==> config.mk <==
export PLATFORM = sky130hd
export DESIGN_NAME = msfsm_firing_scheduler
export DESIGN_NICKNAME = d
export VERILOG_FILES = /design/src/rtl/msfsm_firing_scheduler.sv
export SDC_FILE = /design/constraint.sdc
export NUM_CORES = 1
export LEC_CHECK = 0
export BUFFER_PORTS_ARGS = -buffer_cell sky130_fd_sc_hd__buf_2
export CAP_MARGIN = 20
export CORE_UTILIZATION = 35
export CTS_BUF_LIST = sky130_fd_sc_hd__clkbuf_16
export DETAILED_ROUTE_END_ITERATION = 6
export PLACE_DENSITY = 0.5
export SETUP_SLACK_MARGIN = 0.5
export SLEW_MARGIN = 25
export SYNTH_ARGS = -nofsm -noshare
export SYNTH_HDL_FRONTEND = slang
export SYNTH_SLANG_ARGS = --single-unit
export TNS_END_PERCENT = 1
==> constraint.sdc <==
create_clock -name clk -period 4.7 [get_ports clk]
set_input_delay 0.47 -clock clk [delete_from_list [all_inputs] [get_ports clk]]
set_output_delay 0.47 -clock clk [all_outputs]
set_load 0.005 [all_outputs]
==> src/rtl/msfsm_firing_scheduler.sv <==
// rtl/msfsm_firing_scheduler.sv - round-robin, one-hot transition fire scheduler for an MSFSM net
// Optional watchdog: define MSFSM_DEADLOCK_DETECT_EN to add the sticky deadlock output.
module msfsm_firing_scheduler #(
  parameter int NUM_PLACES      = 8,
  parameter int NUM_TRANS       = 7,
  parameter logic [NUM_TRANS*NUM_PLACES-1:0] PRESET_MASK = '0,
  parameter int SETTLE_CYCLES   = 1,
  parameter int DEADLOCK_CYCLES = 16,
  localparam int IW = (NUM_TRANS > 1) ? $clog2(NUM_TRANS) : 1
) (
  input  logic                  clk,
  input  logic                  reset,
  input  logic [NUM_PLACES-1:0] marking,
  input  logic [NUM_TRANS-1:0]  req,
  output logic [NUM_TRANS-1:0]  enabled,
  output logic [NUM_TRANS-1:0]  fire,
  output logic [IW-1:0]         fire_idx,
  output logic                  busy
`ifdef MSFSM_DEADLOCK_DETECT_EN
  ,
  output logic                  deadlock
`endif
);

  localparam int CW = (SETTLE_CYCLES > 1) ? $clog2(SETTLE_CYCLES) : 1;

  typedef enum logic [1:0] {
    IDLE   = 2'd0,
    FIRE   = 2'd1,
    SETTLE = 2'd2
  } state_t;

  state_t               state;
  logic [IW-1:0]        rr_ptr;
  logic [CW-1:0]        settle_cnt;
  logic [NUM_TRANS-1:0] eligible;
  logic                 sel_found;
  logic [IW-1:0]        sel_idx;
  logic [NUM_TRANS-1:0] sel_oh;
  logic [IW:0]          cand;

  // A place outside the preset is treated as marked, so empty presets are always enabled.
  always_comb begin
    enabled = '0;
    for (int t = 0; t < NUM_TRANS; t++)
      enabled[t] = &(marking | ~PRESET_MASK[t*NUM_PLACES +: NUM_PLACES]);
  end

  assign eligible = enabled & req;

  // Scan starting at rr_ptr, wrapping, and take the first eligible transition.
  always_comb begin
    sel_found = 1'b0;
    sel_idx   = '0;
    sel_oh    = '0;
    cand      = '0;
    for (int k = 0; k < NUM_TRANS; k++) begin
      cand = {1'b0, rr_ptr} + (IW+1)'(k);
      if (cand >= (IW+1)'(NUM_TRANS))
        cand = cand - (IW+1)'(NUM_TRANS);
      if (!sel_found && eligible[cand[IW-1:0]]) begin
        sel_found = 1'b1;
        sel_idx   = cand[IW-1:0];
      end
    end
    if (sel_found)
      sel_oh[sel_idx] = 1'b1;
  end

  always_ff @(posedge clk or negedge reset) begin
    if (!reset) begin
      state      <= IDLE;
      fire       <= '0;
      fire_idx   <= '0;
      busy       <= 1'b0;
      rr_ptr     <= '0;
      settle_cnt <= '0;
    end else begin
      case (state)
        IDLE: begin
          if (sel_found) begin
            fire     <= sel_oh;
            fire_idx <= sel_idx;
            busy     <= 1'b1;
            state    <= FIRE;
          end
        end
        FIRE: begin
          fire       <= '0;
          rr_ptr     <= (fire_idx == IW'(NUM_TRANS-1)) ? '0 : fire_idx + 1'b1;
          settle_cnt <= CW'(SETTLE_CYCLES-1);
          state      <= SETTLE;
        end
        SETTLE: begin
          if (settle_cnt == '0) begin
            busy  <= 1'b0;
            state <= IDLE;
          end else begin
            settle_cnt <= settle_cnt - 1'b1;
          end
        end
        default: begin
          fire  <= '0;
          busy  <= 1'b0;
          state <= IDLE;
        end
      endcase
    end
  end

`ifdef MSFSM_DEADLOCK_DETECT_EN
  localparam int DW = $clog2(DEADLOCK_CYCLES+1);

  logic [DW-1:0] dl_cnt;

  // Counts idle cycles where something is requested but nothing can fire; deadlock is sticky.
  always_ff @(posedge clk or negedge reset) begin
    if (!reset) begin
      dl_cnt   <= '0;
      deadlock <= 1'b0;
    end else if (req == '0 || (state == IDLE && sel_found)) begin
      dl_cnt <= '0;
    end else if (state == IDLE && dl_cnt != DW'(DEADLOCK_CYCLES)) begin
      dl_cnt <= dl_cnt + 1'b1;
      if (dl_cnt == DW'(DEADLOCK_CYCLES-1))
        deadlock <= 1'b1;
    end
  end
`endif

endmodule

# After elaboration in Yosys (flattened, before gate mapping)
# Index checks and enable logic that the tools add are counted.
word_totals:
  output_inout_bits: 18
  latch_bits: 0
  romBits: 0
  in_bits: 17
  n_memories: 0
  reg_bits: 17
  mem_bits_rw: 0
classes:
  n_addsub: 15
  mul: 0
  shifts: 0
  div_mod_pow: 0
  reduce_logical: 19
  n_eq_ne: 5
  order_cmp: 16
  muxes: 48
  n_bitwise: 2
ops:
  columns: ["operator", "n"]
  rows:
  - ["$mux 3", 15]
  - ["$lt 3x4->1 const B", 8]
  - ["$ge 4x3->1 const B", 6]
  - ["$bmux 1 s3", 7]
  - ["$sub 3x3->3 const B", 7]
  - ["$mux 1", 18]
  - ["$pmux 7 s2", 1]
  - ["$add 3x3->4 const B", 3]
  - ["$add 3x2->4 const B", 2]
  - ["$logic_and 1x1->1", 7]
  - ["$mux 7", 1]
  - ["$logic_not 1->1", 6]
  - ["$pmux 2 s3", 1]
  - ["$reduce_and 2->1", 3]
  - ["$add 3x1->4 const B", 1]
  - ["$mux 2", 2]
  - ["$ne 2x2->1 const B", 2]
  - ["$add 3x1->3 const B", 1]
  - ["$demux 1 s3", 1]
  - ["$eq 3x3->1 const B", 1]
  - ["$ge 3x1->1 const B", 1]
  - ["$ge 3x3->1 const B", 1]
  - ["$pmux 1 s3", 1]
  - ["$reduce_and 3->1", 1]
  - ["7 further kinds", 8]

# Logic depth before layout (Yosys ltp)
depth:
  word_depth: 29
  depth_mapped: 15
  ltp_nobuf: 13

# Worst setup path before layout
# No wires, ideal clock.
synth_path:
  path_type: "reg-to-reg"
  from: "reg rr_ptr[1]"
  to: "reg fire[0]"
  t_required_ps: 4578
  n_path_buf: 1
  path_slack_ps: 1353
  t_arrival_ps: 3225
  period_less_slack_ps: 3347
  path_stages_with_launch: 15
  path_cell_list: "dfrtp_1 -> buf_2 -> inv_1 -> ha_1 -> inv_1 -> fa_1 -> or3b_1 -> a21boi_0 -> o311ai_1 -> nand2_1 -> nand3_1 -> mux2_2 -> o221ai_2 -> inv_2 -> a32o_1"
synth_via:
  elab_chain_cells: 29
  elab_cells_between_ends: 76
synth_lines:
  columns: ["item", "line_no", "source"]
  rows:
  - ["start, declared", "34", "logic [IW-1:0] rr_ptr;"]
  - ["start signal, assigned", "90", "rr_ptr <= (fire_idx == IW'(NUM_TRANS-1)) ? '0 : fire_idx + 1'b1;"]
  - ["branches (longest 29 deep; another with $add 3x1->4)", null, null]
  - ["end signal, assigned", "82", "fire <= sel_oh;"]
  - ["end, declared", "16", "output logic [NUM_TRANS-1:0] fire,"]
# Parallel ways; which one is timed is not known. The select of a mux whose other input is x is not followed.
# A chain may end at the register's enable or synchronous reset.

# Final worst setup path
# Same ends and word-level chain as after synthesis.

==> results.sh <==
export IMPL_crit_type="flop to flop"
export IMPL_antenna_found_initial=0
export IMPL_cts_buffer_depth=2
export IMPL_yosys_warnings=0
export IMPL_clk_root_buffer_cell="clkbuf_16"
export IMPL_syn_area_sq_um=2565
export IMPL_crit_slowest_cell="fa_1"
export IMPL_nets=358
export IMPL_min_period_over_period=0.8165
export IMPL_drv_slew=0
export IMPL_io_buffers=19
export IMPL_die_h_um=87.61
export IMPL_path_cells="clkinvlp_4, ha_1, inv_1, fa_1, nand2b_1, a21oi_1, o311ai_1, nand2_1, nor4_4, o21ai_0, o221ai_2, inv_2, a32o_1"
export IMPL_antennaDiodeCount=0
export IMPL_cts_tree="built"
export IMPL_fmax_mhz=260.6
export IMPL_insertion_delay_ns=0.25
export IMPL_start_util=0.3694
export IMPL_crit_buf_inv=3
export IMPL_yosysUniqueCellTypes=79
export IMPL_worstSetupStartpointType="flop"
export IMPL_hold_viol=0
export IMPL_ys_seq_area_frac=0.1561
export IMPL_synth_top_cell_area_share=0.1561
export IMPL_worst_clock_skew_ns=0.003607
export IMPL_io_pins=35
export IMPL_relSlewSlack=0.6390
export IMPL_final_cell_mix="nand2_1, buf_2, nand2b_1, o21ai_0, mux2i_1"
export IMPL_rows=30
export IMPL_fin_crit_ns=3.838
export IMPL_hpwlAfterDp_mm=5.180
export IMPL_gp_congestion=0.8038
export IMPL_routed_wl_mm=7.039
export IMPL_wire_per_inst_um=16.68
export IMPL_yosys_area_top_type="dfrtp_1"
export IMPL_ys_flop_type="dfrtp_1"
export IMPL_first_global_vias=2272
export IMPL_clock_sinks=16
export IMPL_core_area_sq_um=6944
export IMPL_die_area_sq_um=7675
export IMPL_cts_hold_buf=0
export IMPL_reg2reg_to="fire[0]$_DFFE_PN0P_"
export IMPL_grt_max_degree=22
export IMPL_syn_inst=316
export IMPL_synth_edf_count=0
export IMPL_grt_use_total=0.1946
export IMPL_r2r_start="rr_ptr[1]$_DFFE_PN0N_"
export IMPL_ant_nets=0
export IMPL_setup_tns_final_ns=0
export IMPL_synth_seq_cells=16
export IMPL_drc=0
export IMPL_synth_avg_cell_area_sq_um=8.117
export IMPL_cp_slowest_stage_delay_ns=0.53
export IMPL_drt_iter0_drc=124
export IMPL_min_path_type="primary input to async pin"
export IMPL_synth_area_leaders="dfrtp_1, mux2i_1, ha_1, nand2b_1, nand2_1"
export IMPL_r2r_slack_ns=0.86
export IMPL_rsz0062_at_grt="false"
export IMPL_avgViaCountPerCell=5.725
export IMPL_area_growth_syn_to_layout_pct=9.268
export IMPL_cap_violations=0
export IMPL_cp_data_required_time_ns=4.83
export IMPL_reg2reg_depth=13
export IMPL_dr_pass1_iters=5
export IMPL_path_clk_slew_ns=0.05
export IMPL_tightestPinTransition_ns=0.5416
export IMPL_crit_path_end_kind="flop"
export IMPL_drive_gt1_frac=0.2117
export IMPL_cp_arrival_ns=3.97
export IMPL_die_w_um=87.61
export IMPL_status="finished, final reports clean"
export IMPL_final_common_cell="nand2_1"
export IMPL_cts_buffers=3
export IMPL_cp_top_family="compound AO/OA/AOI/OAI gates"
export IMPL_synthArstFlopShare=1.000
export IMPL_overflow=0
export IMPL_htreeDepth=1
export IMPL_report_final_setup_viol=0
export IMPL_vias=2416
export IMPL_grt_pass1_wl_mm=11.60
export IMPL_critical_path_peak_fanout=9
-- area by class of cell --
| class | count | area, sq um |
|---|---|---|
| multi-input cells | 263 | 1969 |
| flip-flops and latches | 16 | 400.4 |
| clock buffers | 3 | 75.07 |
| inverters | 13 | 52.55 |
| fillers | 734 | 4141 |
| well taps | 96 | 120.1 |
| repair buffers | 31 | 185.2 |
-- registers in the layout, indices dropped and copies added, names as in the netlist --
register  flops
busy          1
fire          7
rr_ptr        3
state         2
fire_idx      3
-- logic make-up (layout without fill, tap and decap cells) --
logic type	count (synthesis)	after routing	share of synthesized area
AOI/OAI and AO/OA	105	105	0.3171
xor gates and xnor gates	4	4	0.01366
adders and majority gates	13	13	0.06634
buffers and inverters	43	47	0.08488
DFF	16	16	0.1561
muxes	25	25	0.1083
other	1	7	0.001462
and+or+nand+nor	109	109	0.2522
-- stage by stage --
step	std cells	setup slack, ns	instance area [sq um]	util	hold WS (ns)
after detailed placement	419	0.8737	2724	0.3923	0.4030
after global routing	422	0.5461	2803	0.4036	0.1569
after global placement	419	0.8902	2724	0.3923	0.3996
after floorplan	322	1.353	2587	-	0.1744
after CTS	422	0.8516	2799	0.4031	0.1413
final	422	0.8623	2803	0.4036	0.1276
-- timing repair --
action,in CTS,in global routing
gates resized for setup,0,1
endpoints found under the setup margin,0,4
setup buffers,0,0
-- cells in the mapped netlist (all sizes together), types with 2 or more instances --
master and n:
a2111oi 2, a211oi 4, a21boi 4, a21o 6
a21oi 16, a221oi 2, a2bb2oi 2, a31o 3
a31oi 8, a32o 6, a32oi 2, and2 4
and3 6, buf 23, clkbuf 7, dfrtp 16
ha 12, inv 13, mux2 6, mux2i 18
nand2 25, nand2b 18, nand3 7, nand3b 6
nor2 13, nor2b 5, nor3 7, nor3b 8
nor4 2, o211ai 2, o21a 2, o21ai 21
o21bai 3, o221ai 2, o22a 2, o22ai 2
o311ai 2, o31a 2, o31ai 5, o32a 2
or2 3, xnor2 3
-- routing by layer --
| layer | GRT usage | up-vias | routed length (um) |
|---|---|---|---|
| met4 | 0.04620 | 0 | 76 |
| li1 | - | 1187 | - |
| met5 | 0 | - | 0 |
| met2 | 0.3089 | 71 | 3215 |
| met1 | 0.2791 | 1150 | 3433 |
| met3 | 0.02639 | 8 | 313 |
-- worst max path at each step --
stage | start | to | slack (ns) | depth (start not counted)
after floorplan | rr_ptr[1]$_DFFE_PN0N_ | fire[0]$_DFFE_PN0P_ | 1.35 | 14
after global placement | rr_ptr[1]$_DFFE_PN0N_ | fire[5]$_DFFE_PN0P_ | 0.89 | 13
after detailed placement | rr_ptr[1]$_DFFE_PN0N_ | fire[0]$_DFFE_PN0P_ | 0.87 | 13
after CTS | rr_ptr[1]$_DFFE_PN0N_ | fire[0]$_DFFE_PN0P_ | 0.85 | 13
after global routing | rr_ptr[1]$_DFFE_PN0N_ | fire[2]$_DFFE_PN0P_ | 0.55 | 13
final | rr_ptr[1]$_DFFE_PN0N_ | fire[0]$_DFFE_PN0P_ | 0.86 | 13
Power is left out: the tool's default activity adds up to more than one toggle a clock period on the data nets, which glitch-free logic cannot reach.
